### config.mk
export PLATFORM = sky130hd
export DESIGN_NAME = fp_add_arb
export DESIGN_NICKNAME = d
export VERILOG_FILES = /design/src/rtl/fp_add_arb.sv
export SDC_FILE = /design/constraint.sdc
export NUM_CORES = 1
export LEC_CHECK = 0
export ABC_AREA = 1
export CORE_MARGIN = 1.5
export CORE_UTILIZATION = 40
export CTS_CLUSTER_SIZE = 10
export DETAILED_ROUTE_END_ITERATION = 10
export DONT_BUFFER_PORTS = 1
export PLACE_DENSITY = 0.55
export SYNTH_ARGS = -nofsm -noshare
export SYNTH_HDL_FRONTEND = slang
export SYNTH_SLANG_ARGS = --single-unit
### constraint.sdc
create_clock -name clk -period 5.7 [get_ports clk]
set_input_delay 0.285 -clock clk [delete_from_list [all_inputs] [get_ports clk]]
set_output_delay 0.285 -clock clk [all_outputs]
set_load 0.02 [all_outputs]
### src/rtl/fp_add_arb.sv
`default_nettype none
// ============================================================================
// Module      : fp_add_arb
// Description : Two-requester round-robin arbiter in front of a multi-cycle
//               12-bit floating-point adder (IDLE/SORT/ALIGN/ADD/NORM/DONE).
//               Word layout {sign[11], exp[10:8], frac[7:0]}, frac[7] is the
//               explicit leading one. The exponent field is 3 bits wide, so
//               "maximum exponent" means all ones (3'h7).
// Revision    : 1.0 - initial release
// ============================================================================
module fp_add_arb (
    input  logic        clk,
    input  logic        rst_n,
    input  logic [1:0]  in_valid,
    output logic [1:0]  in_ready,
    input  logic [11:0] a0,
    input  logic [11:0] b0,
    input  logic [11:0] a1,
    input  logic [11:0] b1,
    output logic        out_valid,
    input  logic        out_ready,
    output logic        out_id,
    output logic [11:0] out_res,
    output logic        out_ovf,
    output logic        out_unf,
    output logic        busy
);

    typedef enum logic [2:0] {
        IDLE  = 3'd0,
        SORT  = 3'd1,
        ALIGN = 3'd2,
        ADD   = 3'd3,
        NORM  = 3'd4,
        DONE  = 3'd5
    } state_t;

    state_t      r_state, w_next;
    logic        r_ptr;
    logic        w_gnt;
    logic        w_accept;

    logic [11:0] r_a, r_b;
    logic [11:0] r_big, r_small;
    logic [7:0]  r_frac_big, r_aligned;
    logic [2:0]  r_exp_big;
    logic        r_sign_big, r_sub;
    logic [8:0]  r_sum;

    logic [2:0]  w_lz;
    logic [11:0] w_res;
    logic        w_ovf, w_unf;

    // Round-robin pick: a lone requester wins, a tie goes to the pointer.
    always_comb begin
        w_gnt = r_ptr;
        if (in_valid == 2'b01)
            w_gnt = 1'b0;
        else if (in_valid == 2'b10)
            w_gnt = 1'b1;
    end

    assign w_accept  = (r_state == IDLE) && (in_valid != 2'b00) && rst_n;
    assign in_ready  = w_accept ? (w_gnt ? 2'b10 : 2'b01) : 2'b00;
    assign out_valid = (r_state == DONE);
    assign busy      = (r_state != IDLE);

    // State register.
    always_ff @(posedge clk or negedge rst_n) begin
        if (!rst_n)
            r_state <= IDLE;
        else
            r_state <= w_next;
    end

    // Next-state logic: the datapath stages advance one per clock.
    always_comb begin
        w_next = r_state;
        case (r_state)
            IDLE:    if (w_accept) w_next = SORT;
            SORT:    w_next = ALIGN;
            ALIGN:   w_next = ADD;
            ADD:     w_next = NORM;
            NORM:    w_next = DONE;
            DONE:    if (out_ready) w_next = IDLE;
            default: w_next = IDLE;
        endcase
    end

    // Leading-zero count of the low byte of the sum; highest set bit wins.
    always_comb begin
        w_lz = 3'd0;
        for (int i = 0; i < 8; i++) begin
            if (r_sum[i])
                w_lz = 3'(7 - i);
        end
    end

    // Normalisation of the raw sum into the final result and flags.
    always_comb begin
        w_res = 12'h000;
        w_ovf = 1'b0;
        w_unf = 1'b0;
        if (r_sum[8]) begin
            if (r_exp_big == 3'h7) begin
                w_ovf = 1'b1;
                w_res = {r_sign_big, 3'h7, 8'hFF};
            end else begin
                w_res = {r_sign_big, r_exp_big + 3'd1, r_sum[8:1]};
            end
        end else if (r_sum[7:0] != 8'h00) begin
            if (w_lz > r_exp_big)
                w_unf = 1'b1;
            else
                w_res = {r_sign_big, r_exp_big - w_lz, 8'(r_sum[7:0] << w_lz)};
        end
    end

    // Arbiter pointer: moves away from the winner on every acceptance.
    always_ff @(posedge clk or negedge rst_n) begin
        if (!rst_n)
            r_ptr <= 1'b0;
        else if (w_accept)
            r_ptr <= ~w_gnt;
    end

    // Datapath pipeline: each stage register loads only in its own state,
    // so captured operands cannot change mid-operation.
    always_ff @(posedge clk or negedge rst_n) begin
        if (!rst_n) begin
            r_a        <= 12'h000;
            r_b        <= 12'h000;
            r_big      <= 12'h000;
            r_small    <= 12'h000;
            r_frac_big <= 8'h00;
            r_aligned  <= 8'h00;
            r_exp_big  <= 3'd0;
            r_sign_big <= 1'b0;
            r_sub      <= 1'b0;
            r_sum      <= 9'h000;
            out_id     <= 1'b0;
            out_res    <= 12'h000;
            out_ovf    <= 1'b0;
            out_unf    <= 1'b0;
        end else begin
            case (r_state)
                IDLE: if (w_accept) begin
                    r_a    <= w_gnt ? a1 : a0;
                    r_b    <= w_gnt ? b1 : b0;
                    out_id <= w_gnt;
                end
                SORT: begin
                    // Ties make b the big operand.
                    if (r_a[10:0] > r_b[10:0]) begin
                        r_big   <= r_a;
                        r_small <= r_b;
                    end else begin
                        r_big   <= r_b;
                        r_small <= r_a;
                    end
                end
                ALIGN: begin
                    r_aligned  <= r_small[7:0] >> (r_big[10:8] - r_small[10:8]);
                    r_frac_big <= r_big[7:0];
                    r_exp_big  <= r_big[10:8];
                    r_sign_big <= r_big[11];
                    r_sub      <= r_big[11] ^ r_small[11];
                end
                ADD: begin
                    r_sum <= r_sub ? ({1'b0, r_frac_big} - {1'b0, r_aligned})
                                   : ({1'b0, r_frac_big} + {1'b0, r_aligned});
                end
                NORM: begin
                    out_res <= w_res;
                    out_ovf <= w_ovf;
                    out_unf <= w_unf;
                end
                default: ;
            endcase
        end
    end

endmodule
`default_nettype wire
# Yosys cells after proc, flatten, opt, wreduce, memory -nomap -nowiden
# Cells that the tools add are included.
[word_totals]
word_cells = 74
reg_bits = 97
output_inout_bits = 19
[classes]
eq_ne = 10
magnitude_cmp = 2
n_shift = 2
add_sub_neg = 5
n_bitwise = 2
muxes = 29
reduce_logical = 8
[ops]
columns = ["cell", "n"]
rows = [
  ["12-bit 2-to-1 mux", 7],
  ["3-bit 2-to-1 mux", 10],
  ["3-bit one-hot mux with 6 select lines", 1],
  ["11-bit > comparator", 1],
  ["11-bit 2-to-1 mux", 1],
  ["8-bit by 8-bit adder with 9-bit output", 1],
  ["3-bit == test (second input constant)", 3],
  ["9-bit 2-to-1 mux", 1],
  ["8-bit by 8-bit subtractor with 9-bit output", 1],
  ["8-bit nonzero test", 1],
  ["8-bit by 3-bit left shift with 8-bit output", 1],
  ["8-bit by 3-bit right shift with 8-bit output", 1],
  ["1-bit 2-to-1 mux", 7],
  ["3-bit by 2-bit == test with 1-bit output (second input constant)", 2],
  ["3-bit subtractor", 2],
  ["2-bit 2-to-1 mux", 2],
  ["2-bit AND reduction", 2],
  ["3-bit by 1-bit adder with 3-bit output (second input constant)", 1],
  ["3-bit by 1-bit == test with 1-bit output (second input constant)", 1],
  ["3-bit > comparator", 1],
  ["3-bit zero test", 1],
  ["3-bit nonzero test", 1],
  ["2-bit by 1-bit == test with 1-bit output (second input constant)", 1],
  ["2-bit == test (second input constant)", 1],
  ["6 further kinds", 7],
]

# Logic depth before layout (Yosys ltp)
# Gate-level depths: netlist of the first run.
[depth]
depth_word = 12
depth_mapped = 15
ltp_nobuf = 15

# Worst setup path before layout of the first run
# OpenSTA, ideal clock, no wires.
[synth_timing]
path_kind = "flip-flop to flip-flop"
startpoint = "reg r_aligned[0]"
endpoint = "reg r_sum[7]"
required_ns = 5.574
arrival_time_ns = 2.166
period_less_slack_ns = 2.292
stages_incl_launch_ff = 15
setup_time_ns = 0.126
path_slack_ns = 3.408
path_cell_list = "dfrtp_1 inv_1 ha_1 nand2_1 nor4_1 or2_2 xor2_1 inv_1 ha_1 nand2_1 inv_1 a221oi_1 nand3b_1 nand3_1 o21ai_0"
[synth_between]
elab_chain_cells = 2
[synth_rtl]
columns = ["element", "line", "text"]
rows = [
  ["start: declaration", "45", "logic [7:0] r_frac_big, r_aligned;"],
  ["start signal: assignment", "163", "r_aligned <= r_small[7:0] >> (r_big[10:8] - r_small[10:8]);"],
  ["8-bit by 8-bit adder with 9-bit output or 8-bit by 8-bit subtractor with 9-bit output (tied branches)", "171, 170", ""],
  ["9-bit 2-to-1 mux *", "170", "r_sum <= r_sub ? ({1'b0, r_frac_big} - {1'b0, r_aligned})"],
  ["end signal: assignment", "170", ""],
  ["end: declaration", "48", "logic [8:0] r_sum;"],
]
# Every way passes the cells marked *; elsewhere a longest branch is shown, timed or not.
# A chain may end at the register's enable or synchronous reset.

# Final worst setup path of the first run
# Ends and elaborated chain as after synthesis.

==> results.cfg, run 1 <==
[detailed_routing]
viasPerCell = 5.17
firstDrtPassIters = 5
drtIter0Drc = 313
num_vias = 4597
drt-wirelength-per-cell_um = 14.3
ant_nets = 0
wl_mm = 12.7
drc = 0

[grt]
antenna_found_initial = 0
grt_usage = 0.186
overflow = 0
grt_pass1_wl_mm = 21.5
first_global_vias = 4438
grt_max_degree = 98

[min_path]
hold_depth = 2
hold_path.class = in2reg

[placed_design]
hpwlAfterDp_mm = 9.52
post_dp_cell_area_mm2 = 0.00575
place.gp.congestion = 0.865
io_buffers = 0

[setup_path]
timing.setup.critical_path_class = reg2reg
cp_max_fo = 4
r2r_slack_ns = 3.06
crit_path_start = r_aligned[0]
startpoint_type = flop
end_kind = flop
r2r_end = r_sum[7]
arrival_ns = 2.84
required_ns = 5.91
endpoint = r_sum[7]
worstRegToRegCells = 14
r2r-start = r_aligned[0]

[outcome]
outcome = finished clean

[die]
io-pin-count = 72
coreArea_mm2 = 0.0138
dieHeight_um = 122
start_util = 0.409
die_area_mm2 = 0.0149
die_w_um = 122
row_count = 43

[final_layout]
mostFrequentLayoutCell = nand2_1
layout-drive-gt1-share = 0.0704
seq_area_mm2 = 0.00243
fin_nets = 787
syn_to_final_growth_pct = 7.11
fin_area_mm2 = 0.00605
multi_input_area_mm2 = 0.00273
diodes = 0
fillCellCount = 1371
post-route-util = 0.438
layout_common_cells = nand2_1, dfrtp_1, inv_1, o21ai_0, nand3_1

[synth]
synth_edf_count = 0
seq_area_frac_synth = 0.429
synthArstFlopShare = 1.00
ys_warn_count = 0
syn_area_mm2 = 0.00565
synth.distinct_cells = 49
yosys-top-cells-area = dfrtp_1, nand2_1, o21ai_0, inv_1, ha_1
synth_top_area_frac = 0.429
syn_area_per_cell_um2 = 7.93
ys.flop_type = dfrtp_1
synth-seq-cells = 97
synth_nets = 794
synth_cells = 713
yosysTopAreaCell = dfrtp_1

[cts]
root_buffer = clkbuf_16
cts.sinks = 97
path_clk_slew_ns = 0.07
numCtsBuffers = 9
cts-htree-levels = 3
cts_setup_buffers = 0
clock_path_buffers = 2
cts_tree = built
clk-insertion-delay-late_ns = 0.35

[sta]
holdWs_ns = 0.0435
worst_pin_slew_ns = 0.741
relSlewSlack = 0.503
post-route-period-util = 0.463
min_period_ns = 2.64
clock.fmax_mhz = 379
rsz0062_at_grt = no
drv_slew = 0
hold_viol_final = 0
finalSetupTns_ns = 0
fin_worst_skew_ns = 0.00513
setup_viol = 0

[pwr]
power_leakage_nw = 2.99
p_total_mw = 4.21
powerDensity_mw_per_mm2 = 695
irDropWorstVdd_v = 0.000224

[flow_run]
cap_violations = 0
stage by stage:
| step | cells | worst slack, ns |
|---|---|---|
| floorplan | 713 | 3.41 |
| global placement | 873 | 3.23 |
| detailed placement | 873 | 3.11 |
| CTS | 890 | 3.09 |
| global route | 890 | 2.79 |
| finish | 890 | 3.06 |
worst min-delay path by stage:
stage                     slack [ns]          to  startpoint
after floorplan                -0.01      out_id       rst_n
after global placement        -0.008  out_res[4]       rst_n
after detailed placement      -0.008  out_res[4]       rst_n
after CTS                       0.04      r_b[6]       b1[6]
after global routing            0.04     r_b[10]      b1[10]
final                           0.04      r_b[6]       b1[6]
critical path: stages, from the launching register on:
cell      delay, ns
dfrtp_1        0.40
inv_1          0.09
ha_1           0.17
nand2_1        0.09
nor4_1         0.25
or2_2          0.18
xor2_1         0.13
inv_1          0.06
ha_1           0.34
nand2_1        0.09
inv_1          0.05
a221oi_1       0.35
nand3b_1       0.12
nand3_1        0.09
o21ai_0        0.08
sequential cells by signal, indices dropped and copies added, names as in the netlist, 3 cells and up:
| register | count |
|---|---|
| r_sum | 9 |
| r_big | 12 |
| r_small | 12 |
| r_exp_big | 3 |
| r_b | 12 |
| r_a | 12 |
| r_aligned | 8 |
| out_res | 12 |
| r_frac_big | 8 |
| r_state | 3 |
timing repair:
action / 4_1_cts / 5_1_grt
hold endpoints to repair: 97 / 0
hold buffers: 2 / 0
gates resized for setup: 0 / 0
layer usage:
metal / up-vias / global-route usage / routed length, µm
met4: 0 / 0.0846 / 304
li1: 2317 / - / -
met1: 2137 / 0.243 / 5880
met5: - / 0 / 0
met3: 20 / 0.0370 / 616
met2: 123 / 0.297 / 5920
layout make-up:
cell class | instances | area share
tap | 180 | 0.0372
multi-input combinational | 499 | 0.450
clock buffer | 12 | 0.0407
sequential | 97 | 0.401
timing repair buffer | 4 | 0.00868
clock inverter | 3 | 0.00289
inverter | 95 | 0.0593
report_power, final:
part / internal, mW / switching, mW / total [mW]
sequential: 1.00 / 0.322 / 1.33
combinational: 0.817 / 1.50 / 2.32
clock: 0.304 / 0.258 / 0.562
total: 2.12 / 2.08 / 4.21
kinds of logic after synthesis:
group / Yosys count / synth area share
buffers and inverters: 117 / 0.0883
AOI/OAI and AO/OA: 154 / 0.162
xor gates and xnor gates: 12 / 0.0186
adders and majority gates: 29 / 0.0677
muxes: 1 / 0.00177
and+or+nand+nor: 303 / 0.232
DFF: 97 / 0.429
Yosys cell counts (2+ instances only):
| cell | instances |
|---|---|
| o21a_1 | 3 |
| xor2_1 | 11 |
| inv_2 | 8 |
| buf_4 | 4 |
| a22oi_1 | 18 |
| a211oi_1 | 3 |
| buf_6 | 3 |
| inv_1 | 86 |
| o21ai_0 | 66 |
| ha_1 | 25 |
| nor3_1 | 5 |
| o21ai_1 | 3 |
| a22oi_2 | 5 |
| a21oi_1 | 42 |
| buf_2 | 7 |
| nand2_2 | 2 |
| o22ai_1 | 5 |
| dfrtp_1 | 97 |
| nor3_4 | 2 |
| or2_2 | 2 |
| nand4_1 | 4 |
| nand2_1 | 199 |
| nor2_1 | 32 |
| fa_1 | 3 |
| nor2_2 | 5 |
| clkbuf_1 | 7 |
| nand3_1 | 44 |
No activity file was read; power rests on OpenSTA's default activity.
==> run 2, diff against run 1 <==
==> constraint.sdc (replaced) <==
create_clock -name clk -period 2.55 [get_ports clk]
set_input_delay 0.1275 -clock clk [delete_from_list [all_inputs] [get_ports clk]]
set_output_delay 0.1275 -clock clk [all_outputs]
set_load 0.02 [all_outputs]
==> run 2 against run 1 <==
- clock power grew to 2.7 times the previous value
- sequential power grew 120%
- power increased by 150%
- clock-buffer cell count unchanged
- register-to-register slack got worse by 2.9 ns
- cell count is 6.7% higher
- core utilization rose by 5.2 points
- global-route usage up 0.87 points
==> results.cfg, run 2 (synthesis results as in run 1) <==
[setup_path]
crit_path_start = r_aligned[0]
worstRegToRegCells = 14
cp_max_fo = 4
timing.setup.critical_path_class = reg2reg
arrival_ns = 2.65
required_ns = 2.77
end_kind = flop
startpoint_type = flop
r2r-start = r_aligned[0]

[detailed_routing]
ant_nets = 0
drt-wirelength-per-cell_um = 14.0
firstDrtPassIters = 5
wl_mm = 13.3
viasPerCell = 5.12
drtIter0Drc = 279
drc = 0
num_vias = 4864

[grt]
first_global_vias = 4865
grt_max_degree = 98
antenna_found_initial = 0
grt_pass1_wl_mm = 22.9
overflow = 0
grt_usage = 0.195

[cts]
cts-htree-levels = 3
clock_path_buffers = 2
numCtsBuffers = 9
cts_tree = built
cts.sinks = 97
path_clk_slew_ns = 0.06
root_buffer = clkbuf_16
clk-insertion-delay-late_ns = 0.35

[placed_design]
place.gp.congestion = 0.815
post_dp_cell_area_mm2 = 0.00578
post-place-ws_ns = -0.0233
hpwlAfterDp_mm = 9.43
io_buffers = 0

[pwr]
combPwrFrac = 0.562
p_sw_frac = 0.469
seq_power_share = 0.289
clockPowerShare = 0.149
p_total_mw = 10.3
internal_power_mw = 5.50
p_sw_mw = 4.85
powerDensity_mw_per_mm2 = 1530
power_leakage_nw = 3.33
irDropWorstVdd_v = 0.000662

[final_layout]
mostFrequentLayoutCell = nand2_1
syn_to_final_growth_pct = 19.9
layout_common_cells = nand2_1, dfrtp_1, inv_1, o21ai_0, dlygate4sd3_1
layout-drive-gt1-share = 0.0974
diodes = 0
fin_area_mm2 = 0.00678
fin_nets = 846
fillCellCount = 1316

[sta]
min_period_ns = 2.43
worst_slack_ns = 0.118
post-route-period-util = 0.954
relSlewSlack = 0.531
clock.fmax_mhz = 411
drv_slew = 0
setup_viol = 0
worst_pin_slew_ns = 0.699
fin_worst_skew_ns = 0.00676
hold_viol_final = 0
finalSetupTns_ns = 0

[min_path]
hold_depth = 4
hold_path.class = in2reg
hold_start = rst_n

[die]
io-pin-count = 72
dieHeight_um = 122
die_w_um = 122
start_util = 0.409
row_count = 43
die_area_mm2 = 0.0149
coreArea_mm2 = 0.0138

[flow_run]
cap_violations = 0

[outcome]
outcome = finished clean
==> run 2: area by class of cell <==
type                       count  area, µm²  share of cell area
clock buffer                  12        267              0.0393
clock inverter                 4       73.8              0.0109
inverter                      95        359              0.0530
multi-input combinational    499       2810               0.414
sequential                    97       2430               0.358
tap                          180        225              0.0332
timing repair buffer          63        618              0.0912
==> run 2: metrics by stage <==
stage	std cells	utilization	hold slack, ns
2_1_floorplan	713	-	-0.168
3_3_place_gp	877	0.418	-0.166
3_5_place_dp	877	0.418	-0.166
4_1_cts	944	0.481	0.0686
5_1_grt	950	0.490	0.115
6_report	950	0.490	0.0765
==> run 2: worst max-delay path, stage by stage, from the launching register on <==
cell	delay (ns)
dfrtp_1	0.40
inv_2	0.09
ha_4	0.15
nand2_4	0.07
nor4_4	0.23
or2_4	0.16
xor2_1	0.13
inv_1	0.09
ha_4	0.26
nand2_1	0.07
inv_1	0.06
a221oi_2	0.27
nand3b_1	0.12
nand3_1	0.09
o21ai_0	0.09
==> run 2: power groups by stage <==
stage	combinational, mW	clock [mW]	sequential (mW)
after floorplan	4.26	0	2.80
after global placement	5.08	0	2.99
after detailed placement	5.19	0	3.00
after CTS	5.59	1.58	2.98
after global routing	6.71	1.63	3.10
final	5.82	1.54	2.99
==> run 2: layer usage <==
layer,global-route usage,vias to the layer above,routed length [µm]
li1,-,2447,-
met1,0.238,2308,6070
met2,0.338,89,6490
met3,0.0332,20,502
met4,0.0801,0,287
met5,0,-,0
==> run 2: timing repair <==
item	4_1_cts	5_1_grt
gates resized for setup	1	17
pin swaps	0	8
hold buffers	51	0
setup buffers	0	6
setup endpoints to repair	1	12
hold endpoints to repair	123	0
==> run 2: final timing paths <==
kind / endpoint / slack, ns
min reg2reg: r_small[0] / 0.48
min in group asynchronous: out_res[6] / 0.33
min: r_ptr / 0.08
max: r_sum[7] / 0.12
max in group asynchronous: r_a[10] / 1.80
max reg2reg: r_sum[7] / 0.12
==> run 3, diff against run 2 <==
--- a/config.mk
+++ b/config.mk
@@ -5,7 +5,6 @@
 export SDC_FILE = /design/constraint.sdc
 export NUM_CORES = 1
 export LEC_CHECK = 0
-export ABC_AREA = 1
 export CORE_MARGIN = 1.5
 export CORE_UTILIZATION = 40
 export CTS_CLUSTER_SIZE = 10
==> run 3 against run 2 <==
- setup slack gained 0.035 ns
- die area shrank 2.3%
- cell area shrank 0.39%
- area after synthesis shrank 2.3%
- sequential share of layout area grew 0.25 points
- hold slack gained 0.29 ns
- synthesized cell count shrank 17%
- cell count shrank 13%
- clock power is essentially flat
- first-iteration DRC count grew 30%
- register-to-register slack gained 0.04 ns
- critical path type unchanged
- critical endpoint is now out_res[10]
- largest cell class unchanged
- largest power group unchanged
==> results.cfg, run 3 <==
[setup_path]
timing.setup.critical_path_class = reg2reg
cp_max_fo = 5
end_kind = flop
arrival_ns = 2.68
required_ns = 2.83
startpoint_type = flop

[final_layout]
layout_common_cells = nand2_1, dfrtp_1, inv_1, dlygate4sd3_1, nor2_1
mostFrequentLayoutCell = nand2_1
fin_nets = 729
syn_to_final_growth_pct = 22.3
layout-drive-gt1-share = 0.113
fillCellCount = 1266
fin_area_mm2 = 0.00675

[detailed_routing]
wl_mm = 13.0
firstDrtPassIters = 6
viasPerCell = 5.38
ant_nets = 0
drt-wirelength-per-cell_um = 15.7
num_vias = 4469
drc = 0
drtIter0Drc = 362

[die]
row_count = 42
die_w_um = 120
start_util = 0.414
dieHeight_um = 120
coreArea_mm2 = 0.0133
die_area_mm2 = 0.0145
io-pin-count = 72

[sta]
relSlewSlack = 0.293
setup_viol = 0
drv_slew = 0
fin_worst_skew_ns = 0.00927
min_period_ns = 2.40
hold_viol_final = 0
rsz0062_at_grt = no
finalSetupTns_ns = 0
post-route-period-util = 0.940
clock.fmax_mhz = 417
worst_slack_ns = 0.153
worst_pin_slew_ns = 1.06

[grt]
overflow = 0
grt_max_degree = 98
grt_usage = 0.190
first_global_vias = 4382
antenna_found_initial = 1
grt_pass1_wl_mm = 21.9

[pwr]
power_leakage_nw = 3.14
irDropWorstVdd_v = 0.000664
combPwrFrac = 0.545
p_sw_frac = 0.439
seq_power_share = 0.306
p_sw_mw = 4.48
powerDensity_mw_per_mm2 = 1510
clockPowerShare = 0.148
internal_power_mw = 5.73

[placed_design]
post_dp_cell_area_mm2 = 0.00577
place.gp.congestion = 0.927
io_buffers = 0
post-place-ws_ns = 0.0357
hpwlAfterDp_mm = 8.94

[synth]
syn_area_per_cell_um2 = 9.28
ys.flop_type = dfrtp_1
synth_top_area_frac = 0.440
yosys-top-cells-area = dfrtp_1, nand2_1, ha_1, mux2i_1, a222oi_1
synth-seq-cells = 97
synth.distinct_cells = 58
yosysMostFrequentCell = nand2_1
synth_edf_count = 0
synth_compound_gate_area_share = 0.179
synthSimpleGateAreaFrac = 0.153
synthAdderAreaFrac = 0.0675
syn_area_mm2 = 0.00552
synth_nets = 676
synth_cells = 595
ys_warn_count = 0
synth_top_family_by_area = compound AO/OA/AOI/OAI gates
seq_area_frac_synth = 0.440
synthArstFlopShare = 1.00
synth-xor-area-share = 0.0238
ys_top_cells_by_count = nand2_1, dfrtp_1, inv_1
yosysTopAreaCell = dfrtp_1
synthMuxAreaShare = 0.0705

[cts]
clock_path_buffers = 2
cts_tree = built
root_buffer = clkbuf_16
cts-htree-levels = 3
numCtsBuffers = 9
path_clk_slew_ns = 0.07
cts.sinks = 97
clk-insertion-delay-late_ns = 0.35

[min_path]
hold_path.class = in2reg

[flow_run]
cap_violations = 0

[outcome]
outcome = finished clean
[run 3: changes by cell type after synthesis, sizes merged, moves of 10 or more]
cell and change:
nand3 -40, clkbuf +14, inv -40, a21oi -26, xnor2 +10, mux2i +30
a22oi -23, o21ai -17, nand2 -102, a222oi +24
[run 3: layout make-up]
cell class,count,area [µm²],area share
Sequential cell,97,2430,0.361
Clock buffer,11,253,0.0374
Clock inverter,5,85.1,0.0126
Antenna cell,1,2.50,0.000371
Inverter,56,211,0.0313
Multi-Input combinational cell,407,2800,0.414
Timing Repair Buffer,77,748,0.111
Tap cell,176,220,0.0326
[run 3: path summary, 6_finish.rpt]
kind	start	end	slack [ns]	cells past startpoint
worst min register to register	r_big[4]	r_frac_big[4]	0.46	2
worst min-delay path	in_valid[1]	r_ptr	0.36	2
worst max register to register	r_sum[7]	out_res[10]	0.15	11
worst max-delay path	r_sum[7]	out_res[10]	0.15	11
max in group asynchronous	rst_n	r_sum[4]	1.78	2
min in group asynchronous	rst_n	r_sum[8]	0.37	2
[run 3: power groups by stage]
stage / Clock (mW) / Combinational, mW / Sequential, mW
finish: 1.52 / 5.57 / 3.13
CTS: 1.56 / 5.39 / 3.11
detailed placement: 0 / 5.26 / 3.13
global route: 1.63 / 6.30 / 3.24
floorplan: 0 / 4.29 / 2.81
global placement: 0 / 5.19 / 3.11
[run 3: layer usage]
layer	vias up	global-route usage	wire, µm
li1	2209	-	-
met2	101	0.316	6620
met1	2143	0.239	5740
met5	-	0	0
met3	16	0.0500	475
met4	0	0.0669	210
[run 3: cells by family (layout without fill, tap and decap cells)]
group           after synthesis  count (layout)
compound gates              142             142
xor+xnor                     15              15
fa+ha+maj                    28              28
buf+inv                      91             149
flops                        97              97
mux                          36              36
other cells                   0               1
simple gates                186             186
[run 3: critical path, cell delays in order, from the launching register on]
cell      delay (ns)
dfrtp_2         0.44
nand2b_4        0.17
o31ai_2         0.09
nor2_2          0.18
clkinv_2        0.13
ha_1            0.23
nor2b_1         0.16
o21ai_2         0.08
a221o_1         0.39
buf_4           0.17
o211ai_1        0.17
o21a_1          0.13
[run 3: what timing repair did]
| item | in CTS | in global routing |
|---|---|---|
| hold buffers | 51 | 0 |
| gates resized for setup | 0 | 21 |
| endpoints found under the hold margin | 123 | 0 |
| setup endpoints to repair | 0 | 14 |
| buffers inserted | 0 | 6 |
[run 3: per-stage QoR]
| stage | cells | hold slack, ns | utilization | power, mW |
|---|---|---|---|---|
| after floorplan | 595 | -0.168 | - | 7.10 |
| after global placement | 756 | -0.161 | 0.432 | 8.30 |
| after detailed placement | 756 | -0.163 | 0.432 | 8.39 |
| after CTS | 823 | 0.327 | 0.497 | 10.1 |
| after global routing | 830 | 0.392 | 0.506 | 11.2 |
| final | 830 | 0.362 | 0.506 | 10.2 |
